[src/rtl/bus_protocol_pkg.sv]
// Shared types and default parameters for the bus master arbiter.
//   bm_state_t   : transfer FSM states (IDLE -> XFER -> GAP -> IDLE)
//   N_DEF        : default requester count
//   DW_DEF       : default bus data width
//   MIN_CYC_DEF  : default minimum dValid-high cycles before an ack is accepted
//   MAX_CYC_DEF  : default dValid-high cycles before a transfer times out
package bus_protocol_pkg;

    typedef enum logic [1:0] {
        IDLE = 2'd0,
        XFER = 2'd1,
        GAP  = 2'd2
    } bm_state_t;

    localparam int unsigned N_DEF       = 4;
    localparam int unsigned DW_DEF      = 8;
    localparam int unsigned MIN_CYC_DEF = 2;
    localparam int unsigned MAX_CYC_DEF = 4;

endpackage

[src/rtl/rr_arbiter.sv]
// Combinational round-robin pick.
//   req : N request levels
//   ptr : index of the last served requester; the search starts just after it
//   win : one-hot winner, all zero when no request is set
module rr_arbiter #(
    parameter int unsigned N  = 4,
    parameter int unsigned PW = (N > 1) ? $clog2(N) : 1
) (
    input  logic [N-1:0]  req,
    input  logic [PW-1:0] ptr,
    output logic [N-1:0]  win
);

    logic [PW-1:0] idx;
    logic          found;

    // Walk ptr+1 .. ptr+N modulo N and take the first set request.
    always_comb begin
        win   = '0;
        found = 1'b0;
        idx   = '0;
        for (int unsigned off = 1; off <= N; off++) begin
            idx = PW'((32'(ptr) + off) % N);
            if (!found && req[idx]) begin
                win[idx] = 1'b1;
                found    = 1'b1;
            end
        end
    end

endmodule

[src/rtl/bus_master_arbiter.sv]
// Sole master of the dValid/dAck/data bus, shared round-robin between N requesters.
//   clk, reset_n : clock and asynchronous active-low reset
//   req          : per-requester pending-word levels
//   req_data     : word of requester i at [i*DW +: DW]
//   gnt          : one-hot, high for the whole transfer of the granted requester
//   done         : one-cycle pulse to the requester whose transfer just ended
//   err_to       : one-cycle pulse with done when the transfer ended by timeout
//   err_early    : one-cycle pulse when dAck rose in dValid cycle 1 (ack ignored)
//   dAck         : target acknowledge
//   dValid, data : bus valid and bus data
module bus_master_arbiter
    import bus_protocol_pkg::*;
#(
    parameter int unsigned N       = N_DEF,
    parameter int unsigned DW      = DW_DEF,
    parameter int unsigned MIN_CYC = MIN_CYC_DEF,
    parameter int unsigned MAX_CYC = MAX_CYC_DEF
) (
    input  logic            clk,
    input  logic            reset_n,
    input  logic [N-1:0]    req,
    input  logic [N*DW-1:0] req_data,
    output logic [N-1:0]    gnt,
    output logic [N-1:0]    done,
    output logic            err_to,
    output logic            err_early,
    input  logic            dAck,
    output logic            dValid,
    output logic [DW-1:0]   data
);

    localparam int unsigned PW = (N > 1) ? $clog2(N) : 1;

    bm_state_t     state_q, state_d;
    logic [2:0]    cnt_q, cnt_d;
    logic          dack_q;
    logic [PW-1:0] ptr_q, ptr_d;
    logic [PW-1:0] cur_q, cur_d;

    logic [N-1:0]  gnt_d, done_d;
    logic          err_to_d, err_early_d, dvalid_d;
    logic [DW-1:0] data_d;

    logic [N-1:0]  win;
    logic [PW-1:0] win_idx;
    logic          ack_rise;

    assign ack_rise = dAck & ~dack_q;

    rr_arbiter #(.N(N), .PW(PW)) u_rr (
        .req (req),
        .ptr (ptr_q),
        .win (win)
    );

    // One-hot winner to index.
    always_comb begin
        win_idx = '0;
        for (int unsigned i = 0; i < N; i++) begin
            if (win[i]) win_idx = PW'(i);
        end
    end

    // State and output registers; reset gives requester 0 first priority.
    always_ff @(posedge clk or negedge reset_n) begin
        if (!reset_n) begin
            state_q   <= IDLE;
            cnt_q     <= '0;
            dack_q    <= 1'b0;
            ptr_q     <= PW'(N - 1);
            cur_q     <= '0;
            gnt       <= '0;
            done      <= '0;
            err_to    <= 1'b0;
            err_early <= 1'b0;
            dValid    <= 1'b0;
            data      <= '0;
        end else begin
            state_q   <= state_d;
            cnt_q     <= cnt_d;
            dack_q    <= dAck;
            ptr_q     <= ptr_d;
            cur_q     <= cur_d;
            gnt       <= gnt_d;
            done      <= done_d;
            err_to    <= err_to_d;
            err_early <= err_early_d;
            dValid    <= dvalid_d;
            data      <= data_d;
        end
    end

    // Next-state and next-output logic.
    always_comb begin
        state_d     = state_q;
        cnt_d       = cnt_q;
        ptr_d       = ptr_q;
        cur_d       = cur_q;
        gnt_d       = gnt;
        done_d      = '0;
        err_to_d    = 1'b0;
        err_early_d = 1'b0;
        dvalid_d    = dValid;
        data_d      = data;

        case (state_q)
            IDLE: begin
                dvalid_d = 1'b0;
                if (|req) begin
                    cur_d    = win_idx;
                    gnt_d    = win;
                    dvalid_d = 1'b1;
                    data_d   = req_data[int'(win_idx)*DW +: DW];
                    cnt_d    = 3'd1;
                    state_d  = XFER;
                end
            end

            XFER: begin
                if (ack_rise && (cnt_q >= 3'(MIN_CYC))) begin
                    dvalid_d = 1'b0;
                    gnt_d    = '0;
                    done_d   = gnt;
                    ptr_d    = cur_q;
                    state_d  = GAP;
                end else begin
                    // An ack before MIN_CYC is flagged but does not end the transfer.
                    err_early_d = ack_rise;
                    if (cnt_q >= 3'(MAX_CYC)) begin
                        dvalid_d = 1'b0;
                        gnt_d    = '0;
                        done_d   = gnt;
                        err_to_d = 1'b1;
                        ptr_d    = cur_q;
                        state_d  = GAP;
                    end else begin
                        cnt_d = cnt_q + 3'd1;
                    end
                end
            end

            // One dead cycle so every transfer starts with a fresh dValid rise.
            GAP: begin
                dvalid_d = 1'b0;
                state_d  = IDLE;
            end

            default: begin
                dvalid_d = 1'b0;
                gnt_d    = '0;
                state_d  = IDLE;
            end
        endcase
    end

endmodule
[config.mk]
export PLATFORM = sky130hd
export DESIGN_NAME = bus_master_arbiter
export DESIGN_NICKNAME = d
export VERILOG_FILES = /design/src/rtl/bus_protocol_pkg.sv /design/src/rtl/rr_arbiter.sv /design/src/rtl/bus_master_arbiter.sv
export SDC_FILE = /design/constraint.sdc
export NUM_CORES = 1
export LEC_CHECK = 0
export ABC_AREA = 1
export BUFFER_PORTS_ARGS = -buffer_cell sky130_fd_sc_hd__buf_2
export CORE_UTILIZATION = 52
export CTS_CLUSTER_SIZE = 10
export DETAILED_ROUTE_END_ITERATION = 6
export PLACE_DENSITY = 0.78
export SLEW_MARGIN = 5
export SYNTH_ARGS = -nofsm -noshare
export SYNTH_HDL_FRONTEND = slang
export SYNTH_HIERARCHICAL = 1
export SYNTH_SLANG_ARGS = --single-unit
[constraint.sdc]
create_clock -name clk -period 3.15 [get_ports clk]
set_clock_uncertainty 0.2 [all_clocks]
set_input_delay 0.63 -clock clk [delete_from_list [all_inputs] [get_ports clk]]
set_output_delay 0.63 -clock clk [all_outputs]
set_load 0.05 [all_outputs]
* Yosys cells after proc, flatten, opt, wreduce, memory -nomap -nowiden
Index checks and enable logic that the tools add are counted.
** Cells by class
- $add $sub $neg :: 5
- $lt $le $gt $ge :: 10
- Equality and inequality tests :: 6
- Shifts and indexed selects :: 1
- Mux-type cells :: 52
- Bitwise gates (word level) :: 6
- Reduce and logical (&&, ||, !) cells :: 20
** Operators by type and width (count)
- $mux W4 :: 10
- $shiftx A32 B6 Y8 :: 1
- $mux W1 :: 20
- $mux W2 :: 7
- $lt A2 B3 Y1 const B :: 4
- $or A4 B4 Y4 :: 3
- $pmux W4 S3 :: 1
- $mux W3 :: 3
- $bmux W1 S2 :: 4
- $demux W1 S2 :: 4
- $ge A2 B1 Y1 const B :: 4
- $logic_and A1 B1 Y1 :: 8
- $ne A2 B2 Y1 const B :: 3
- $pmux W3 S2 :: 1
- $reduce_and A2 Y1 :: 3
- $add A2 B1 Y2 const B :: 2
- $add A2 B2 Y2 const B :: 2
- $pmux W2 S2 :: 1
- $reduce_and A4 Y1 :: 1
- $reduce_bool A2 Y1 :: 2
- $reduce_or A4 Y1 :: 1
- $add A3 B1 Y3 const B :: 1
- $ge A3 B2 Y1 const B :: 1
- $ge A3 B3 Y1 const B :: 1
- 9 further kinds :: 12
** Storage, ports and cells
- Register bits after elaboration :: 29
- Logic and storage cells :: 111

* Longest topological paths before layout
- Depth after elaboration :: 17
- Mapped depth :: 17
- Mapped depth without buffers :: 17

* By module
Netlist, hierarchy kept.
** By module, submodules not included
- bus_master_arbiter :: instances 1, cells each 202, area an instance 1547.7 um^2
- rr_arbiter :: instances 1, cells each 75, area an instance 421.7 um^2

* Worst setup path after synthesis
OpenSTA, ideal clock, no wires.
- Path type :: register to register
- Start point :: reg ptr_q[0]
- End point :: reg data[5]
- Library setup time :: 0.123 ns
- Data arrival time :: 2.330 ns
- Slack :: 0.497 ns
- Cell stages (with the launch flop) :: 18
- Path buffers :: 1
- Period minus slack after synthesis :: 2.653 ns
- Cell sequence :: dfstp_2 inv_2 ha_1 inv_1 nand3_2 nand2_4 nand2_4 nor2_4 nand2_1 nand3_1 inv_2 nand2_2 nand2_4 buf_12 o21bai_2 inv_1 nand2_1 nand3_2
** On the way
- Elaborated cells between the ends (all ways) :: 52
- Classes of those cells :: add/sub (4); order compare (8); shift (1); mux (26); bitwise (3); reduce/logical (10)
** RTL lines
- start, declared :: line bus_master_arbiter.sv:37 : logic [PW-1:0] ptr_q, ptr_d;
- start signal, assigned :: line bus_master_arbiter.sv:70 : ptr_q <= PW'(N - 1);
- start signal, assigned :: line bus_master_arbiter.sv:82 : ptr_q <= ptr_d;
- parallel branches: the longest is 12 deep, another holds $lt A2 B3 Y1
- $mux W4 * :: line rr_arbiter.sv:24 : if (!found && req[idx]) begin
- via win[2] :: line bus_master_arbiter.sv:44 : logic [N-1:0] win;
- $mux W2 * (2 in series) :: line bus_master_arbiter.sv:60 : if (win[i]) win_idx = PW'(i);
- $shiftx A32 B6 Y8 * :: line bus_master_arbiter.sv:113 : data_d = req_data[int'(win_idx)*DW +: DW];
- end signal, assigned :: line bus_master_arbiter.sv:89 : data <= data_d;
- end, declared :: line bus_master_arbiter.sv:29 : output logic [DW-1:0] data
Mark *: on every way through the listed nets, which the timed path passes. The select of a mux whose other input is x is not followed.
A chain may end at the register's enable or synchronous reset.

* Worst setup path after layout
- Start point :: reg ptr_q[1]
- End point :: reg data[1]
The elaborated chain is that of the path after synthesis.

==> results.cfg <==
[critical_path]
critPathLaunchType = flip-flop
crit_buf_inv = 3
critPathCaptureType = flip-flop
slowest_delay_ns = 0.61
path_common_cell = nand2_1
critPathRequiredTime_ns = 3.12
critPathArrivalTime_ns = 2.81
reg2regPathDepth = 16
cp_top_family = simple AND/OR/NAND/NOR gates
crit_chain = inv_1 > ha_1 > inv_1 > nand3_2 > nand2_4 > nand2_4 > nor2_4 > nand2_1 > nand3_1 > inv_2 > nand2_2 > nand2_4 > o21ai_0 > nand2_1 > nand2_1 > nand2_1
worstReg2RegEnd = data[1]
crit_type = flip-flop to flip-flop
slowest_stage = dfstp_2
r2r_slack_ns = 0.32
worstReg2RegStart = ptr_q[1]
critPathMaxFanout = 17

[status]
status = complete, no violations

[sta]
fmax_mhz = 353
hold_violations = 0
min_period_over_period_pct = 89.9
finalSetupTns_ns = 0
setup_slack_ns = 0.317
min_period_ns = 2.83
slew_viol_final = 0
rsz0062_at_grt = no
relSlewSlack_pct = 57.8
whs_ns = 0.169
tightest_slew_ns = 0.633
setup_violations = 0

[floorplan]
rows = 21
start_util_pct = 56.8
core_sq_mm = 0.00347
die_x_um = 63.5
die_h_um = 63.5
dieArea_sq_mm = 0.00404
boundaryPins = 58

[clock_tree]
clockBufferDepth = 2
root_buffer = clkbuf_8
path_clk_slew_ns = 0.06
cts_inserted_buffers = 5
cts_tree = built
insertion_delay_ns = 0.28
hold_buffers = 0
htreeDepth = 2
clock_sinks = 29

[global_routing]
top_usage_layer = met2
antenna_found_initial = 0
use_met1_pct = 31.4
use_met3_pct = 3.99
grt_usage_pct = 24.1
grt_first_pass_wirelength_um = 7650
use_met2_pct = 39.8
grt_max_degree = 30
grt_pass1_vias = 1788
grt-ovfl-total = 0

[yosys]
yosys.area.top_type = dfrtp_1
yosysSeqAreaShare_pct = 37.0
syn_area_per_cell_sq_um = 7.11
synth.top_cell.area_share_pct = 34.3
synth_nets = 326
syn_area_sq_mm = 0.00197
ys_types = 23
ys_top_cells_by_area = dfrtp_1, nand2_1, nand3_1
synth_edf_count = 0
async_reset_ff_share_pct = 100
synth_top_flop_cell = dfrtp_1
synth.most_common_cell = nand2_1
ys_warn_count = 6
syn-instance-count = 277
synth_common_cells = nand2_1, nor2_1, inv_1
ys_ff_latch = 29

[place]
gp_routability_congestion = 0.863
dp_hpwl_um = 3170
dp_slack_ns = 0.249
portBuffers = 57

[power_and_ir_drop]
power_density_mw_per_mm2 = 1210
leakagePower_nw = 1.40
ir_worst_vdd_mv = 0.774

[drt]
vias = 1882
wl_per_cell_um = 11.0
drt-initial-drc-count = 132
ant_nets = 0
dr.pass1.iters = 4
via_per_inst = 4.86
drt_wl_total_um = 4250
drc = 0

[finish]
final_nets = 389
syn_to_final_growth_pct = 20.4
antenna_cells = 0
drive_above_1_share_pct = 28.2
fillers = 322

[worst_hold_path]
hold_class = input port to asynchronous set/reset pin

[run]
drv_cap = 0
worst max-delay path by stage:
stage | to | cells past startpoint | startpoint | slack [ns]
final | data[1] | 16 | ptr_q[1] | 0.32
after global placement | data[7] | 16 | ptr_q[1] | 0.37
after CTS | data[0] | 16 | ptr_q[1] | 0.24
after global routing | data[0] | 16 | ptr_q[1] | 0.06
after detailed placement | data[0] | 16 | ptr_q[1] | 0.25
after floorplan | data[5] | 17 | ptr_q[0] | 0.50
metal layers:
| layer | wire [um] | vias to the layer above | share of wire (%) |
|---|---|---|---|
| li1 | - | 975 | - |
| met1 | 1980 | 839 | 47 |
| met2 | 2000 | 61 | 47 |
| met3 | 200 | 7 | 4.7 |
| met4 | 70 | 0 | 1.6 |
| met5 | 0 | - | 0 |
metrics by stage:
stage	power (mW)	instances	util, %	cell area, sq um
6_report	2.88	387	68.4	2370
5_1_grt	3.17	387	68.4	2370
4_1_cts	2.85	386	67.9	2360
3_5_place_dp	2.55	378	65.5	2270
3_3_place_gp	2.51	378	65.5	2270
2_1_floorplan	2.26	277	-	1970
final cells by class:
| type | instances | area (sq um) | area share, % |
|---|---|---|---|
| well taps | 46 | 57.6 | 2.43 |
| inverters | 41 | 156 | 6.60 |
| clock buffers | 6 | 72.6 | 3.06 |
| clock inverters | 2 | 10.0 | 0.422 |
| flip-flops and latches | 29 | 728 | 30.7 |
| multi-input cells | 203 | 1040 | 43.8 |
| repair buffers | 60 | 308 | 13.0 |
power breakdown:
group	total [mW]	internal, mW	switching, mW
combinational	1.99	0.620	1.37
clock	0.294	0.153	0.141
sequential	0.594	0.517	0.0767
total	2.88	1.29	1.59
flip-flops by register name, summed over array words and instances (netlist names):
register   cells
cur_q          2
err_early      1
data           8
dack_q         1
cnt_q          3
err_to         1
ptr_q          2
state_q        2
gnt            4
dValid         1
done           4
logic make-up (layout without fill, tap and decap cells):
group / after synthesis / in the layout / synth area share (%)
buffers and inverters: 45 / 109 / 10.5
DFF: 29 / 29 / 37.0
and+or+nand+nor: 180 / 180 / 40.3
adders and majority gates: 10 / 10 / 6.35
AOI/OAI and AO/OA: 13 / 13 / 5.85
cell usage in the layout (no fill, tap or decap), types with 3 or more instances in the layout:
| cell | instances |
|---|---|
| buf_2 | 57 |
| buf_4 | 3 |
| clkbuf_8 | 5 |
| dfrtp_1 | 27 |
| ha_1 | 10 |
| inv_1 | 34 |
| inv_2 | 6 |
| nand2_1 | 91 |
| nand2_2 | 3 |
| nand2_4 | 3 |
| nand3_1 | 31 |
| nand3_2 | 5 |
| nor2_1 | 41 |
| o21ai_0 | 4 |
| o21ai_2 | 3 |
timing repair:
item | in CTS | in global routing
resized for setup | 0 | 3
buffers inserted | 0 | 1
endpoints found under the setup margin | 0 | 1
(Power assumes the default switching activity.)
